[config.mk]
export PLATFORM = sky130hd
export DESIGN_NAME = msx_bus_sync_flat
export DESIGN_NICKNAME = d
export VERILOG_FILES = /design/src/rtl/msx_bus_sync_if.sv /design/src/rtl/msx_bus_sync.sv /design/src/flat_wrapper.sv
export SDC_FILE = /design/constraint.sdc
export NUM_CORES = 1
export LEC_CHECK = 0
export BUFFER_PORTS_ARGS = -buffer_cell sky130_fd_sc_hd__buf_2
export CAP_MARGIN = 0
export CORE_MARGIN = 5
export CORE_UTILIZATION = 40
export DETAILED_ROUTE_END_ITERATION = 7
export PLACE_DENSITY = 0.72
export SKIP_CTS_REPAIR_TIMING = 1
export SLEW_MARGIN = 15
export SYNTH_ARGS = -nofsm -noshare
export SYNTH_HDL_FRONTEND = slang
export SYNTH_SLANG_ARGS = --single-unit
export TNS_END_PERCENT = 5
[constraint.sdc]
create_clock -name clk -period 2.36 [get_ports clk]
set_clock_uncertainty 0.15 [all_clocks]
set_input_delay 0.354 -clock clk [delete_from_list [all_inputs] [get_ports clk]]
set_output_delay 0.354 -clock clk [all_outputs]
set_load 0.005 [all_outputs]
[src/rtl/msx_bus_sync_if.sv]
// Cartridge-edge bundle for msx_bus_sync.
// Carries the raw Z80 bus inputs, the registered cycle outputs presented to the slot and
// device logic, the device read response and the cartridge data-bus drive.
//   slave  : the view msx_bus_sync takes (bus and device response in; cycle and drive out)
//   master : the opposite view, for whatever drives the bus and consumes the cycle
interface msx_bus_sync_if;
    // Raw cartridge edge (asynchronous to clk)
    logic [15:0] bus_addr;
    logic [7:0]  bus_data_in;
    logic        bus_rd_n;
    logic        bus_wr_n;
    logic        bus_mreq_n;
    logic        bus_iorq_n;
    logic        bus_sltsl_n;
    // Registered cycle presented to slot/device logic
    logic [15:0] addr;
    logic [7:0]  cdin;
    logic        rd_n;
    logic        wr_n;
    logic        sltsl_n;
    logic        iorq_n;
    logic        enable;
    // Device read response
    logic        dev_busreq;
    logic [7:0]  dev_cdout;
    // Cartridge data-bus drive
    logic [7:0]  bus_data_out;
    logic        bus_data_oe;

    modport slave (
        input  bus_addr, bus_data_in, bus_rd_n, bus_wr_n, bus_mreq_n, bus_iorq_n, bus_sltsl_n,
        input  dev_busreq, dev_cdout,
        output addr, cdin, rd_n, wr_n, sltsl_n, iorq_n, enable,
        output bus_data_out, bus_data_oe
    );

    modport master (
        output bus_addr, bus_data_in, bus_rd_n, bus_wr_n, bus_mreq_n, bus_iorq_n, bus_sltsl_n,
        output dev_busreq, dev_cdout,
        input  addr, cdin, rd_n, wr_n, sltsl_n, iorq_n, enable,
        input  bus_data_out, bus_data_oe
    );
endinterface

[src/rtl/msx_bus_sync.sv]
// MSX cartridge-edge front end.
// Synchronises the asynchronous Z80 bus into clk, detects the start of each memory or I/O
// cycle, presents a registered address/data/strobe set with a one-cycle enable pulse, and
// drives the device read response onto the cartridge data bus until the host ends the read.
// Ports:
//   clk      system clock
//   reset_n  asynchronous active-low reset
//   bus      msx_bus_sync_if.slave: raw bus in, registered cycle out, device response in,
//            cartridge data drive out
module msx_bus_sync #(
    parameter int unsigned SYNC_STAGES  = 2,  // >= 2
    parameter int unsigned RESP_TIMEOUT = 6   // 1..15
) (
    input logic           clk,
    input logic           reset_n,
    msx_bus_sync_if.slave bus
);

    // Packed synchroniser word: {addr, data, rd_n, wr_n, mreq_n, iorq_n, sltsl_n}
    localparam int unsigned SyncW = 29;
    // Strobes reset to their active level so a cycle already in progress when reset
    // releases never looks like a fresh falling edge.
    localparam logic [SyncW-1:0] SyncRst = {16'h0000, 8'h00, 1'b0, 1'b0, 1'b1, 1'b1, 1'b1};
    localparam logic [3:0] TimeoutLast = 4'(RESP_TIMEOUT - 1);

    typedef enum logic [2:0] {
        StIdle,
        StIssue,
        StWaitResp,
        StDrive,
        StHold
    } state_e;

    logic [SyncW-1:0] sync_q [SYNC_STAGES];
    logic [SyncW-1:0] bus_in;

    logic [15:0] s_addr;
    logic [7:0]  s_data;
    logic        s_rd_n, s_wr_n, s_mreq_n, s_iorq_n, s_sltsl_n;
    logic        strb_s;
    logic        cyc_start;

    state_e      state_q;
    logic        strb_prev_q;
    logic [3:0]  cnt_q;
    logic [15:0] addr_q;
    logic [7:0]  cdin_q;
    logic        rd_n_q, wr_n_q, sltsl_n_q, iorq_n_q;
    logic        enable_q;
    logic [7:0]  data_out_q;
    logic        oe_q;

    assign bus_in = {bus.bus_addr, bus.bus_data_in, bus.bus_rd_n, bus.bus_wr_n,
                     bus.bus_mreq_n, bus.bus_iorq_n, bus.bus_sltsl_n};

    // Every input, address and data included, goes through the same depth so they stay
    // aligned with the strobes.
    always_ff @(posedge clk or negedge reset_n) begin
        if (!reset_n) begin
            for (int i = 0; i < int'(SYNC_STAGES); i++) begin
                sync_q[i] <= SyncRst;
            end
        end else begin
            sync_q[0] <= bus_in;
            for (int i = 1; i < int'(SYNC_STAGES); i++) begin
                sync_q[i] <= sync_q[i-1];
            end
        end
    end

    assign {s_addr, s_data, s_rd_n, s_wr_n, s_mreq_n, s_iorq_n, s_sltsl_n} =
        sync_q[SYNC_STAGES-1];

    assign strb_s = s_rd_n & s_wr_n;

    // Falling edge of (rd_n & wr_n) with exactly one strobe low and a request active.
    // Refresh (mreq low, strobes high) never produces the edge.
    assign cyc_start = strb_prev_q & ~strb_s & (s_rd_n | s_wr_n) & (~s_mreq_n | ~s_iorq_n);

    always_ff @(posedge clk or negedge reset_n) begin
        if (!reset_n) begin
            state_q     <= StIdle;
            strb_prev_q <= 1'b0;
            cnt_q       <= '0;
            addr_q      <= '0;
            cdin_q      <= '0;
            rd_n_q      <= 1'b1;
            wr_n_q      <= 1'b1;
            sltsl_n_q   <= 1'b1;
            iorq_n_q    <= 1'b1;
            enable_q    <= 1'b0;
            data_out_q  <= '0;
            oe_q        <= 1'b0;
        end else begin
            strb_prev_q <= strb_s;
            enable_q    <= 1'b0;
            unique case (state_q)
                StIdle: begin
                    if (cyc_start) begin
                        addr_q    <= s_addr;
                        cdin_q    <= s_data;
                        rd_n_q    <= s_rd_n;
                        wr_n_q    <= s_wr_n;
                        iorq_n_q  <= s_iorq_n;
                        // Slot select only qualifies memory cycles
                        sltsl_n_q <= s_sltsl_n | s_mreq_n;
                        enable_q  <= 1'b1;
                        state_q   <= StIssue;
                    end
                end
                StIssue: begin
                    cnt_q   <= '0;
                    state_q <= !rd_n_q ? StWaitResp : StHold;
                end
                StWaitResp: begin
                    cnt_q <= cnt_q + 4'd1;
                    if (s_rd_n) begin
                        // Host abandoned the read before any device answered
                        rd_n_q    <= 1'b1;
                        wr_n_q    <= 1'b1;
                        sltsl_n_q <= 1'b1;
                        iorq_n_q  <= 1'b1;
                        state_q   <= StIdle;
                    end else if (bus.dev_busreq) begin
                        data_out_q <= bus.dev_cdout;
                        oe_q       <= 1'b1;
                        state_q    <= StDrive;
                    end else if (cnt_q == TimeoutLast) begin
                        state_q <= StHold;
                    end
                end
                StDrive: begin
                    if (s_rd_n) begin
                        oe_q      <= 1'b0;
                        rd_n_q    <= 1'b1;
                        wr_n_q    <= 1'b1;
                        sltsl_n_q <= 1'b1;
                        iorq_n_q  <= 1'b1;
                        state_q   <= StIdle;
                    end
                end
                StHold: begin
                    if (strb_s) begin
                        rd_n_q    <= 1'b1;
                        wr_n_q    <= 1'b1;
                        sltsl_n_q <= 1'b1;
                        iorq_n_q  <= 1'b1;
                        state_q   <= StIdle;
                    end
                end
                default: state_q <= StIdle;
            endcase
        end
    end

    assign bus.addr         = addr_q;
    assign bus.cdin         = cdin_q;
    assign bus.rd_n         = rd_n_q;
    assign bus.wr_n         = wr_n_q;
    assign bus.sltsl_n      = sltsl_n_q;
    assign bus.iorq_n       = iorq_n_q;
    assign bus.enable       = enable_q;
    assign bus.bus_data_out = data_out_q;
    assign bus.bus_data_oe  = oe_q;

endmodule

[src/flat_wrapper.sv]
// flat-port wrapper written by rule: the top's interface ports become plain ports
module msx_bus_sync_flat 
#(
    parameter int unsigned SYNC_STAGES  = 2,         
    parameter int unsigned RESP_TIMEOUT = 6           
)
  (clk, reset_n, bus_bus_addr, bus_bus_data_in, bus_bus_rd_n, bus_bus_wr_n, bus_bus_mreq_n, bus_bus_iorq_n, bus_bus_sltsl_n, bus_dev_busreq, bus_dev_cdout, bus_addr, bus_cdin, bus_rd_n, bus_wr_n, bus_sltsl_n, bus_iorq_n, bus_enable, bus_bus_data_out, bus_bus_data_oe);
  msx_bus_sync_if bus_i ();
  input logic clk;
  input logic reset_n;
  input wire logic [$bits(bus_i.bus_addr)-1:0] bus_bus_addr;
  input wire logic [$bits(bus_i.bus_data_in)-1:0] bus_bus_data_in;
  input wire logic [$bits(bus_i.bus_rd_n)-1:0] bus_bus_rd_n;
  input wire logic [$bits(bus_i.bus_wr_n)-1:0] bus_bus_wr_n;
  input wire logic [$bits(bus_i.bus_mreq_n)-1:0] bus_bus_mreq_n;
  input wire logic [$bits(bus_i.bus_iorq_n)-1:0] bus_bus_iorq_n;
  input wire logic [$bits(bus_i.bus_sltsl_n)-1:0] bus_bus_sltsl_n;
  input wire logic [$bits(bus_i.dev_busreq)-1:0] bus_dev_busreq;
  input wire logic [$bits(bus_i.dev_cdout)-1:0] bus_dev_cdout;
  output wire logic [$bits(bus_i.addr)-1:0] bus_addr;
  output wire logic [$bits(bus_i.cdin)-1:0] bus_cdin;
  output wire logic [$bits(bus_i.rd_n)-1:0] bus_rd_n;
  output wire logic [$bits(bus_i.wr_n)-1:0] bus_wr_n;
  output wire logic [$bits(bus_i.sltsl_n)-1:0] bus_sltsl_n;
  output wire logic [$bits(bus_i.iorq_n)-1:0] bus_iorq_n;
  output wire logic [$bits(bus_i.enable)-1:0] bus_enable;
  output wire logic [$bits(bus_i.bus_data_out)-1:0] bus_bus_data_out;
  output wire logic [$bits(bus_i.bus_data_oe)-1:0] bus_bus_data_oe;
  assign bus_i.bus_addr = bus_bus_addr;
  assign bus_i.bus_data_in = bus_bus_data_in;
  assign bus_i.bus_rd_n = bus_bus_rd_n;
  assign bus_i.bus_wr_n = bus_bus_wr_n;
  assign bus_i.bus_mreq_n = bus_bus_mreq_n;
  assign bus_i.bus_iorq_n = bus_bus_iorq_n;
  assign bus_i.bus_sltsl_n = bus_bus_sltsl_n;
  assign bus_i.dev_busreq = bus_dev_busreq;
  assign bus_i.dev_cdout = bus_dev_cdout;
  assign bus_addr = bus_i.addr;
  assign bus_cdin = bus_i.cdin;
  assign bus_rd_n = bus_i.rd_n;
  assign bus_wr_n = bus_i.wr_n;
  assign bus_sltsl_n = bus_i.sltsl_n;
  assign bus_iorq_n = bus_i.iorq_n;
  assign bus_enable = bus_i.enable;
  assign bus_bus_data_out = bus_i.bus_data_out;
  assign bus_bus_data_oe = bus_i.bus_data_oe;
  msx_bus_sync #(.SYNC_STAGES(SYNC_STAGES), .RESP_TIMEOUT(RESP_TIMEOUT)) u_core (.clk(clk), .reset_n(reset_n), .bus(bus_i));
endmodule
# ---- Word-level counts from Yosys, hierarchy flattened
# Cells that the tools add are included.
dict set report word_totals {
  regBits 104
  inputBits 40
  output_inout_bits 38
  word_cells 73
}
dict set report op_classes {
  n_addsub 1
  eq_ne 12
  muxes 25
  bitwise 11
  n_reduce_logical 10
}
# op count
set ops {}
lappend ops {{3-bit 2-to-1 mux} 7}
lappend ops {{3-bit one-hot mux with 5 select lines} 1}
lappend ops {{1-bit one-hot mux with 3 select lines} 4}
lappend ops {{4-bit AND reduction} 3}
lappend ops {{1-bit 2-to-1 mux} 11}
lappend ops {{2-bit by 1-bit != test with 1-bit output (second input constant)} 4}
lappend ops {{4-bit one-hot mux with 2 select lines} 1}
lappend ops {{3-bit by 2-bit == test with 1-bit output (second input constant)} 2}
lappend ops {{4-bit by 1-bit adder with 4-bit output (second input constant)} 1}
lappend ops {{1-bit AND} 4}
lappend ops {{4-bit by 3-bit == test with 1-bit output (second input constant)} 1}
lappend ops {{2-bit != test (second input constant)} 2}
lappend ops {{4-bit by 2-bit != test with 1-bit output (second input constant)} 1}
lappend ops {{1-bit inverter} 4}
lappend ops {{2-bit nonzero test} 2}
lappend ops {{3-bit by 1-bit == test with 1-bit output (second input constant)} 1}
lappend ops {{3-bit == test (second input constant)} 1}
lappend ops {{3-bit logical NOT} 1}
lappend ops {{1-bit bitwise OR} 3}
lappend ops {{3-bit AND reduction} 1}
lappend ops {{3-bit nonzero test} 1}
lappend ops {{1-bit one-hot mux with 2 select lines} 1}
lappend ops {{2-bit AND reduction} 1}
lappend ops {{2-bit OR reduction} 1}

# ---- Logic depth before layout (Yosys ltp)
dict set report logic_depth {
  depth_word 7
  depth_mapped 6
}

# ---- Worst setup path after synthesis
# Ideal clock, no wire load.
dict set report synth_timing {
  path_kind {register to register}
  from {register u_core.state_q[2]}
  to {register u_core.addr_q[10], in the netlist u_core.bus.addr[10]}
  arrival_time_ns 1.357
  t_required_ns 2.085
  path_slack_ns 0.728
  path_stages_with_launch 5
  synth_period_minus_slack_ns 1.632
  cell_sequence {dfrtp_1 nor3_2 nand4_4 buf_6 mux2_4}
}
dict set report synth_between {
  elab_chain_cells 2
}
# item line
set synth_lines {}
lappend synth_lines {{from (decl)} msx_bus_sync.sv:43} ;# state_e state_q;
lappend synth_lines {{from (signal assigned)} msx_bus_sync.sv:82} ;# state_q <= StIdle;
lappend synth_lines {{from (signal assigned)} msx_bus_sync.sv:108} ;# state_q <= StIssue;
lappend synth_lines {{from (signal assigned)} msx_bus_sync.sv:113} ;# state_q <= !rd_n_q ? StWaitResp : StHold;
lappend synth_lines {{3-bit logical NOT} msx_bus_sync.sv:97} ;# unique case (state_q)
lappend synth_lines {{2-bit AND reduction (no source line)} n/a}
lappend synth_lines {{to (signal assigned)} msx_bus_sync.sv:100} ;# addr_q <= s_addr;
lappend synth_lines {{to (decl)} msx_bus_sync.sv:46} ;# logic [15:0] addr_q;
# No other way between the ends.
# A chain may end at the register's enable or synchronous reset.

# ---- Worst setup path in the final report
dict set report layout_timing {
  from {register u_core.state_q[2]}
  to {register u_core.cnt_q[3]}
}
dict set report layout_between {
  elab_chain_cells 2
  elab_cells_between_ends 4
}
# item line
set layout_lines {}
lappend layout_lines {{3-bit by 2-bit == test with 1-bit output / 3-bit by 1-bit == test with 1-bit output (equally long branches)} msx_bus_sync.sv:97}
lappend layout_lines {{4-bit one-hot mux with 2 select lines / 2-bit nonzero test (equally long branches)} n/a}
lappend layout_lines {{to (signal assigned)} msx_bus_sync.sv:116} ;# cnt_q <= cnt_q + 4'd1;
lappend layout_lines {{to (decl)} msx_bus_sync.sv:45} ;# logic [3:0] cnt_q;
# Parallel ways exist; a longest one is shown, timed or not.

==> results.ini <==
[power_and_ir_drop]
max-vdd-ir-drop_mv = 0.418
leakage_nw = 2.21
p_per_area_mw_per_mm2 = 1030

[detailed_routing]
ant_nets = 0
via_per_inst = 4.59
met2_length_microns = 3280
totalWireLength_microns = 6110
num_vias = 2029
drt_iter0_markers = 58
wl_met3_microns = 243
dr.max_layer_used = met4
wl_per_cell_microns = 13.8
wirelength_met1_microns = 2480
dr.pass1.iters = 4
route.detailed.drc = 0

[yosys]
synth_top_area_share_pct = 66.2
synth_fa_ha_area_share_pct = 0.704
synth.area.mux_share_pct = 12.7
syn_area_per_cell_sq_um = 16.7
synthArstFlopShare_pct = 100
synth_cell_type_count = 35
synth-simple-area-share_pct = 5.70
synth-xor-area-share_pct = 0.458
syn_nets = 255
synth_top_family_by_area = multiplexers
synth_edf_count = 0
yosys-top-cells-area = dfrtp_1 66%, mux2_4 8.9%, dfstp_2 7.4%
syn-cell-area_sq_mm = 0.00355
synth_compound_area_share_pct = 4.54
synth_ff_type = dfrtp_1
ys_seq_elements = 104
synthCells = 213
ys_seq_area_share_pct = 73.6
yosysTopAreaCell = dfrtp_1
yosysWarnings = 0

[worst_hold_path]
hp-start = bus_dev_cdout[2]
min_path_type = in -> reg
min_path_cells = 2

[finish]
syn_to_final_growth_pct = 29.0
drive_gt1_share_pct = 43.7
post-route-util_pct = 52.8
fillerInstances = 735
antenna_cells = 0
nNetsFinal = 371

[floorplan]
io_pins = 78
fp.coreArea_sq_mm = 0.00868
num_rows = 34
die_w_microns = 104
fp.dieH_microns = 104
initial_core_util_pct = 40.9
dieArea_sq_mm = 0.0109

[setup_path]
ff2ff_path_depth = 5
worst_ep_arrival_time_ns = 1.94
path_cells = buf_4 -> nor2b_1 -> nand4_1 -> mux2_2 -> o22ai_1
cpPeakStageDelay_ns = 0.47
regToRegSetupSlack_ns = 0.54
endpoint_kind = flop
critPathMaxFanout = 10
startpoint = u_core.state_q[2]$_DFFE_PN0P_
cpMaxStageDelayCell = dfrtp_1
cp-endpoint = u_core.cnt_q[3]$_DFFE_PN0P_
r2r-start = u_core.state_q[2]$_DFFE_PN0P_
crit_type = reg -> reg
required_ns = 2.48
timing.rr.end = u_core.cnt_q[3]$_DFFE_PN0P_
crit_path_start_kind = flop

[run]
cap_violations = 0

[timing]
fin_crit_sh_pct = 77.1
fin_crit_ns = 1.82
relSlewSlack_pct = 69.4
max_slew.worst_pin.slew_ns = 0.460
setup_viol = 0
slew_viol_final = 0
fin_tns_setup_ns = 0
max_freq_ghz = 0.550
hold_viol_final = 0
grt_setup_unrepaired = false

[clocking]
cts_buffers = 9
clockRootBuffer = clkbuf_8
path_clk_slew_ns = 0.10
clk_path_buf_depth = 2
clock_latency_ns = 0.36
cts_tree = yes
htreeDepth = 3
clock-sinks = 104

[global_routing]
grtUsageTotal_pct = 11.6
antenna_found_initial = 0
grt_pass1_vias = 2077
grt_pass1_wl_microns = 10000
grt_max_degree = 56
grt_overflow = 0

[placement]
gp_congestion = 0.752
port_buffers = 77
place_hpwl_microns = 4190

[outcome]
outcome = completed

sequential cells by signal, indices dropped and copies added, names as in the netlist, 3 cells and up:
signal / flops
u_core.sync_q: 29
u_core.bus.addr: 16
u_core.s_addr: 16
u_core.bus.bus_data_out: 8
u_core.bus.cdin: 8
u_core.s_data: 8
u_core.cnt_q: 4
u_core.state_q: 3
layout by cell type (no fill, tap or decap), types with 4 or more instances in the layout:
master / instances
a21oi_1: 10
nor3_1: 6
nand2_1: 4
mux2_2: 12
o21ai_0: 8
inv_1: 6
buf_4: 5
nor2_1: 8
dfrtp_1: 94
clkbuf_8: 9
dlygate4sd3_1: 30
dfstp_2: 10
buf_2: 76
mux2_4: 21
where the power goes:
| group | switching [mW] | internal [mW] | total, mW | leakage [nW] |
|---|---|---|---|---|
| clock | 0.645 | 0.521 | 1.17 | 0.104 |
| combinational | 0.461 | 0.683 | 1.14 | 0.871 |
| sequential | 0.256 | 2.18 | 2.43 | 1.24 |
| total | 1.36 | 3.38 | 4.74 | 2.21 |
per-layer routing:
layer	global-route usage (%)	vias up
met5	0	-
met2	19.7	41
met3	3.54	7
met1	13.2	1020
met4	5.55	0
li1	-	961
layout make-up:
cell class,instances,area (sq um),area share [%]
clock buffer,9,124,2.70
clock inverter,7,95.1,2.07
inverter,6,22.5,0.491
multi-input combinational,96,856,18.7
sequential,104,2620,57.0
tap,108,135,2.95
timing repair buffer,112,738,16.1
how the worst min path moves through the flow:
stage,endpoint
2_1_floorplan,u_core.bus.addr[0]$_DFFE_PN0P_
3_3_place_gp,u_core.sync_q[51]$_DFF_PN0_
3_5_place_dp,u_core.s_addr[11]$_DFF_PN0_
4_1_cts,u_core.sync_q[50]$_DFF_PN0_
5_1_grt,u_core.bus.bus_data_out[0]$_DFFE_PN0P_
6_report,u_core.bus.bus_data_out[2]$_DFFE_PN0P_
cells in the mapped netlist, types with 2 or more instances:
cell type	n
nor2_1	8
a21oi_1	10
nand3_1	3
ha_1	2
mux2_4	21
inv_1	6
dfrtp_1	94
nor3_1	6
o21ai_0	8
nand2_1	4
nor2b_1	2
dfstp_2	10
mux2_2	12
nand4_1	2
buf_6	4
clkbuf_1	2
through the flow:
| step | total power, mW | cell area [sq um] | cells | worst slack [ns] | hold slack (ns) |
|---|---|---|---|---|---|
| final | 4.74 | 4590 | 442 | 0.541 | 0.0751 |
| after detailed placement | 3.60 | 4070 | 396 | 0.556 | 0.185 |
| after global routing | 5.04 | 4590 | 442 | 0.432 | 0.0518 |
| after CTS | 4.79 | 4290 | 412 | 0.549 | -0.231 |
| after global placement | 3.55 | 4070 | 396 | 0.601 | 0.181 |
| after floorplan | 3.09 | 3550 | 213 | 0.728 | -0.0916 |
critical path: cells and delay by family, from the launching register on:
family / cells / cell delay [ns]
simple gates: 2 / 0.51
flops: 1 / 0.47
mux: 1 / 0.27
buf+inv: 1 / 0.21
compound gates: 1 / 0.13
logic make-up after synthesis:
| group | count (synthesis) |
|---|---|
| adder cells (fa/ha/maj) | 2 |
| AND/OR/NAND/NOR | 33 |
| AO/OA/AOI/OAI | 27 |
| buffers and inverters | 13 |
| flip-flops | 104 |
| XOR/XNOR | 1 |
| multiplexers | 33 |
(Power assumes the default switching activity.)
